$ cat src/rtl/dmem_ctrl_pkg.sv
// Shared types for the data-memory access controller: FSM states, access owner,
// and the width/saturation helper for the optional statistics counters.
package dmem_ctrl_pkg;

    typedef enum logic [1:0] {
        ST_IDLE   = 2'd0,
        ST_ACCESS = 2'd1,
        ST_DONE   = 2'd2
    } state_t;

    typedef enum logic {
        OWN_PIPE = 1'b0,
        OWN_DBG  = 1'b1
    } owner_t;

    localparam int STAT_W = 16;

    function automatic logic [STAT_W-1:0] sat_inc(input logic [STAT_W-1:0] v);
        return (v == {STAT_W{1'b1}}) ? v : v + 1'b1;
    endfunction

endpackage

$ cat src/rtl/dmem_lat_counter.sv
// Fixed-latency timer for one memory access: loaded on grant, counts down while
// the access runs and flags the last access cycle.
module dmem_lat_counter #(
    parameter int MEM_LAT = 2
) (
    input  logic clk,
    input  logic rst,
    input  logic start,
    input  logic run,
    output logic done
);

    localparam int CW = (MEM_LAT > 1) ? $clog2(MEM_LAT) : 1;
    localparam logic [CW-1:0] LOAD = CW'(MEM_LAT - 1);

    logic [CW-1:0] cnt_reg;

    always_ff @(posedge clk) begin
        if (rst) begin
            cnt_reg <= '0;
        end else if (start) begin
            cnt_reg <= LOAD;
        end else if (run && (cnt_reg != '0)) begin
            cnt_reg <= cnt_reg - 1'b1;
        end
    end

    assign done = run && (cnt_reg == '0);

endmodule

$ cat src/rtl/dmem_access_ctrl.sv
// Single-port data memory sequencer shared by the MEM stage and a debug/loader port.
// Optional build macro ACCESS_STATS_EN adds stall_cycles / dbg_grants counters.
module dmem_access_ctrl
    import dmem_ctrl_pkg::*;
#(
    parameter int ADDR_W     = 32,
    parameter int DATA_W     = 32,
    parameter int MEM_LAT    = 2,
    parameter int STARVE_MAX = 4
) (
    input  logic              clk,
    input  logic              rst,
    input  logic              pipe_rd,
    input  logic              pipe_wr,
    input  logic [ADDR_W-1:0] pipe_addr,
    input  logic [DATA_W-1:0] pipe_wdata,
    output logic [DATA_W-1:0] pipe_rdata,
    output logic              pipe_stall,
    input  logic              dbg_req,
    input  logic              dbg_we,
    input  logic [ADDR_W-1:0] dbg_addr,
    input  logic [DATA_W-1:0] dbg_wdata,
    output logic [DATA_W-1:0] dbg_rdata,
    output logic              dbg_ack,
    output logic              mem_en,
    output logic              mem_we,
    output logic [ADDR_W-1:0] mem_addr,
    output logic [DATA_W-1:0] mem_wdata,
    input  logic [DATA_W-1:0] mem_rdata
`ifdef ACCESS_STATS_EN
    ,
    output logic [STAT_W-1:0] stall_cycles,
    output logic [STAT_W-1:0] dbg_grants
`endif
);

    localparam int SW = $clog2(STARVE_MAX + 1);

    state_t              state_reg, state_next;
    owner_t              owner_reg;
    logic [SW-1:0]       starve_reg;
    logic                mem_en_reg, mem_we_reg;
    logic [ADDR_W-1:0]   mem_addr_reg;
    logic [DATA_W-1:0]   mem_wdata_reg;
    logic [DATA_W-1:0]   pipe_rdata_reg, dbg_rdata_reg;
    logic                pipe_req, starved, grant_pipe, grant_dbg, lat_done;
    logic                addr_lsb_unused;

    assign pipe_req = pipe_rd | pipe_wr;
    assign starved  = (starve_reg == SW'(STARVE_MAX));
    // Word-aligned memory: the byte-offset bits never reach the array.
    assign addr_lsb_unused = ^{pipe_addr[1:0], dbg_addr[1:0]};

    // Pipeline has priority unless debug has lost STARVE_MAX arbitrations in a row.
    always_comb begin
        grant_pipe = 1'b0;
        grant_dbg  = 1'b0;
        if (state_reg == ST_IDLE) begin
            if (dbg_req && (starved || !pipe_req)) begin
                grant_dbg = 1'b1;
            end else if (pipe_req) begin
                grant_pipe = 1'b1;
            end
        end
    end

    dmem_lat_counter #(
        .MEM_LAT (MEM_LAT)
    ) u_lat (
        .clk   (clk),
        .rst   (rst),
        .start (grant_pipe | grant_dbg),
        .run   (state_reg == ST_ACCESS),
        .done  (lat_done)
    );

    always_ff @(posedge clk) begin
        if (rst) begin
            state_reg <= ST_IDLE;
        end else begin
            state_reg <= state_next;
        end
    end

    always_comb begin
        state_next = state_reg;
        case (state_reg)
            ST_IDLE:   if (grant_pipe || grant_dbg) state_next = ST_ACCESS;
            ST_ACCESS: if (lat_done) state_next = ST_DONE;
            ST_DONE:   state_next = ST_IDLE;
            default:   state_next = ST_IDLE;
        endcase
    end

    always_ff @(posedge clk) begin
        if (rst) begin
            owner_reg      <= OWN_PIPE;
            starve_reg     <= '0;
            mem_en_reg     <= 1'b0;
            mem_we_reg     <= 1'b0;
            mem_addr_reg   <= '0;
            mem_wdata_reg  <= '0;
            pipe_rdata_reg <= '0;
            dbg_rdata_reg  <= '0;
        end else begin
            mem_we_reg <= 1'b0;
            if (grant_pipe) begin
                owner_reg     <= OWN_PIPE;
                mem_en_reg    <= 1'b1;
                mem_we_reg    <= pipe_wr;
                mem_addr_reg  <= {pipe_addr[ADDR_W-1:2], 2'b00};
                mem_wdata_reg <= pipe_wdata;
                if (dbg_req && !starved) begin
                    starve_reg <= starve_reg + 1'b1;
                end
            end else if (grant_dbg) begin
                owner_reg     <= OWN_DBG;
                mem_en_reg    <= 1'b1;
                mem_we_reg    <= dbg_we;
                mem_addr_reg  <= {dbg_addr[ADDR_W-1:2], 2'b00};
                mem_wdata_reg <= dbg_wdata;
                starve_reg    <= '0;
            end else if ((state_reg == ST_ACCESS) && lat_done) begin
                mem_en_reg <= 1'b0;
            end
            if (state_reg == ST_DONE) begin
                if (owner_reg == OWN_PIPE) begin
                    pipe_rdata_reg <= mem_rdata;
                end else begin
                    dbg_rdata_reg <= mem_rdata;
                end
            end
        end
    end

    // Read data bypasses the capture register so it is valid in the DONE cycle itself.
    always_comb begin
        pipe_stall = pipe_req && !((state_reg == ST_DONE) && (owner_reg == OWN_PIPE));
        dbg_ack    = (state_reg == ST_DONE) && (owner_reg == OWN_DBG) && dbg_req;
        pipe_rdata = pipe_rdata_reg;
        dbg_rdata  = dbg_rdata_reg;
        if (state_reg == ST_DONE) begin
            if (owner_reg == OWN_PIPE) begin
                pipe_rdata = mem_rdata;
            end else begin
                dbg_rdata = mem_rdata;
            end
        end
    end

    assign mem_en    = mem_en_reg;
    assign mem_we    = mem_we_reg;
    assign mem_addr  = mem_addr_reg;
    assign mem_wdata = mem_wdata_reg;

`ifdef ACCESS_STATS_EN
    logic [STAT_W-1:0] stall_cnt_reg, grant_cnt_reg;

    always_ff @(posedge clk) begin
        if (rst) begin
            stall_cnt_reg <= '0;
            grant_cnt_reg <= '0;
        end else begin
            if (pipe_stall) stall_cnt_reg <= sat_inc(stall_cnt_reg);
            if (grant_dbg)  grant_cnt_reg <= sat_inc(grant_cnt_reg);
        end
    end

    assign stall_cycles = stall_cnt_reg;
    assign dbg_grants   = grant_cnt_reg;
`endif

endmodule

$ cat config.mk
export PLATFORM = sky130hd
export DESIGN_NAME = dmem_access_ctrl
export DESIGN_NICKNAME = d
export VERILOG_FILES = /design/src/rtl/dmem_ctrl_pkg.sv /design/src/rtl/dmem_lat_counter.sv /design/src/rtl/dmem_access_ctrl.sv
export SDC_FILE = /design/constraint.sdc
export NUM_CORES = 1
export LEC_CHECK = 0
export CELL_PAD_IN_SITES_DETAIL_PLACEMENT = 2
export CELL_PAD_IN_SITES_GLOBAL_PLACEMENT = 2
export CORE_UTILIZATION = 24
export DETAILED_ROUTE_END_ITERATION = 7
export HOLD_SLACK_MARGIN = 0.06
export PLACE_DENSITY = 0.9
export SETUP_SLACK_MARGIN = 0.1
export SYNTH_ARGS = -nofsm -noshare
export SYNTH_HDL_FRONTEND = slang
export SYNTH_SLANG_ARGS = --single-unit
$ cat constraint.sdc
create_clock -name clk -period 4.25 [get_ports clk]
set_input_delay 0.6375 -clock clk [delete_from_list [all_inputs] [get_ports clk]]
set_output_delay 0.6375 -clock clk [all_outputs]
set_load 0.005 [all_outputs]
==> reports/results.ini <==
[status]
run_status = finished, final reports clean

[global_route]
grt_antenna_before_repair = 0
grt_remaining_overflow = 0
gr-usage-all-layers = 0.1694
vias_in_the_first_global_route = 5822
grt_start_max_net_pins = 70
wire_length_of_the_first_global_routing_pass_mm = 32.11

[setup_path]
timing.critical_path.buf_inv = 2
crit_path_start = state_reg[1]
worst_setup_path_end_kind = output pin
regToRegStartpoint = state_reg[0]
startpoint_type = flip-flop
worst-setup-path-type = reg2out
crit_slowest_cell = sky130_fd_sc_hd__dfxtp_1
critical_path_cell_sequence = nor3b_4, buf_4, mux2_2, clkdlybuf4s50_1
timing.critical_path.slowest_cell_delay_ns = 0.52
critical_path.max_fanout = 33
crit_family = buffers and inverters
critical_path_required_ns = 3.61
critical_path_arrival_ns = 2.52

[cells_and_area]
finalNonFillerCells = 1201
area.growth.synth_to_final_pct = 62.69
finish.net_count = 1037
n_antenna_cell = 0
final_area_sq_um = 9569
final_layout_size_suffix_gt1_frac = 0.1122
mostFrequentLayoutCell = sky130_fd_sc_hd__clkdlybuf4s50_1
layout.cells.most_common_list = 290 x sky130_fd_sc_hd__clkdlybuf4s50_1, 135 x sky130_fd_sc_hd__dfxtp_1, 129 x sky130_fd_sc_hd__inv_1, 65 x sky130_fd_sc_hd__nor2b_1, 63 x sky130_fd_sc_hd__nand2b_1

[timing]
finClkSkew_ns = 0.008851
grt_setup_unrepaired = false
fin_crit_sh = 0.7427
relSlewSlack = 0.4825
final_hold_viol_count = 0
worst-slew-pin-transition_ns = 0.7763
fin_tns_setup_ns = 0
period_needed_ns = 3.156
maxClockFrequency_ghz = 0.3168
setup_viol = 0
hold_ws_ns = 0.4591
number_of_pins_with_negative_max_slew_slack_in_the_final_report = 0

[yosys]
ys_async_sr_fraction = 0
synth_cell_types = 34
syn_area_per_cell_sq_um = 9.836
syn_area_sq_um = 5882
synth-edff-count = 0
ys_seq_area_frac = 0.4595
number_of_storage_elements_in_the_synthesis_netlist = 135
synth-main-ff-cell = sky130_fd_sc_hd__dfxtp_1
postSynthCellCount = 598
yosysWarningCount = 0

[placement]
dpl_cell_area_sq_um = 8977
routabilityCongestion = 0.6703
io_buffers = 291
numPlacedInstances = 1169
hpwl_mm = 15.69

[clock_network]
ctsHoldBuffers = 0
post_cts_resize_count = 0
clock_latency_reported_for_the_late_side_of_the_worst_skew_pair_ns = 0.41
cts_h_tree_lvls = 4
cts_inserted_buffers = 17
tritoncts = done
postCtsSetupBuffers = 0
cts_root_buf = sky130_fd_sc_hd__clkbuf_16
cts_max_path_buffers = 2
clock_sinks = 135
clk_transition_reported_paths_ns = 0.06

[route]
drt_wl_total_mm = 21.61
route.detailed.drc = 0
avgRoutedWirePerCell_um = 17.99
num_vias = 5352
count_of_tritonroute_iterations_in_the_first_routing_pass = 7
drt_iter0_drc = 341
viasPerCell = 4.456
route.antenna.remaining_nets = 0

[power]
pwr_density_cell_nw_per_um2 = 390.6
power_total_mw = 3.738
irDropWorstVdd_uv = 218.3
power.leakage_nw = 3.992

[job]
cap_viol_max_count = 0

[floorplan]
rows = 56
boundaryPins = 298
die_area_sq_um = 25140
die_width_um = 158.6
core_sq_um = 23750
die_y_um = 158.6
starting_density = 0.2476

[hold_path]
worstHoldPathType = reg2reg
hp-start = u_lat.cnt_reg

-- final timing paths --
kind / to / slack, ns / cells after the start
setup / recovery: pipe_rdata[22] / 1.09 / 4
hold reg to reg: state_reg[1] / 0.46 / 1
setup reg to reg: mem_wdata[1] / 2.12 / 4
hold / removal: state_reg[1] / 0.46 / 1
-- synth_stat cells, drive strengths merged (2+ instances only) --
cell / number / area, sq um
nor2: 3 / 11.26
a21oi: 3 / 15.01
xnor2: 2 / 17.52
nand2b: 63 / 394.1
buf: 27 / 224.0
dfxtp: 135 / 2703
nor3: 4 / 20.02
nor2b: 65 / 406.6
mux2: 64 / 720.7
nor3b: 2 / 31.28
o21ai: 3 / 18.77
clkbuf: 19 / 72.56
a222oi: 62 / 620.6
ha: 2 / 25.02
nand3: 4 / 20.02
nand3b: 2 / 27.53
inv: 129 / 484.2
-- through the flow --
stage	setup WS, ns	util
final	1.094	0.4029
after global routing	0.9172	0.4029
after CTS	0.9939	0.4029
after detailed placement	1.314	0.3780
after global placement	1.321	0.3780
after floorplan	2.327	-
-- report_power, final --
group	total, mW	leakage (nW)	internal (mW)	switching [mW]
registers	1.46	1.11	1.39	0.0668
clock network	1.51	0.282	0.881	0.627
logic	0.774	2.60	0.472	0.302
-- kinds of logic after synthesis --
| group | Yosys count | synth area share |
|---|---|---|
| flops | 135 | 0.4595 |
| fa+ha+maj | 2 | 0.004254 |
| mux | 64 | 0.1225 |
| other cells | 1 | 0.0006376 |
| xor+xnor | 2 | 0.002979 |
| simple gates | 146 | 0.1587 |
| compound gates | 73 | 0.1187 |
| buf+inv | 175 | 0.1327 |
-- worst register-to-register path: stages, from the launching register on --
cell and delay [ns]:
sky130_fd_sc_hd__dfxtp_1 0.42, sky130_fd_sc_hd__nor2_1 0.38, sky130_fd_sc_hd__a31o_2 0.73, sky130_fd_sc_hd__buf_12 0.30, sky130_fd_sc_hd__a222oi_1 0.14
-- routing by layer --
metal,track usage,up-vias,part of all wire
li1,-,2524,-
met1,0.1833,2595,0.39
met2,0.2962,222,0.49
met3,0.07975,11,0.11
met4,0.04167,0,0.0088
met5,0,-,0
-- area by class of cell --
cell class | instances | area (sq um)
Clock buffer | 18 | 429.2
Clock inverter | 14 | 162.7
Fill cell | 2548 | 14180
Inverter | 129 | 484.2
Multi-Input combinational cell | 289 | 2411
Sequential cell | 135 | 2703
Tap cell | 319 | 399.1
Timing Repair Buffer | 297 | 2980
(Power assumes the default switching activity.)
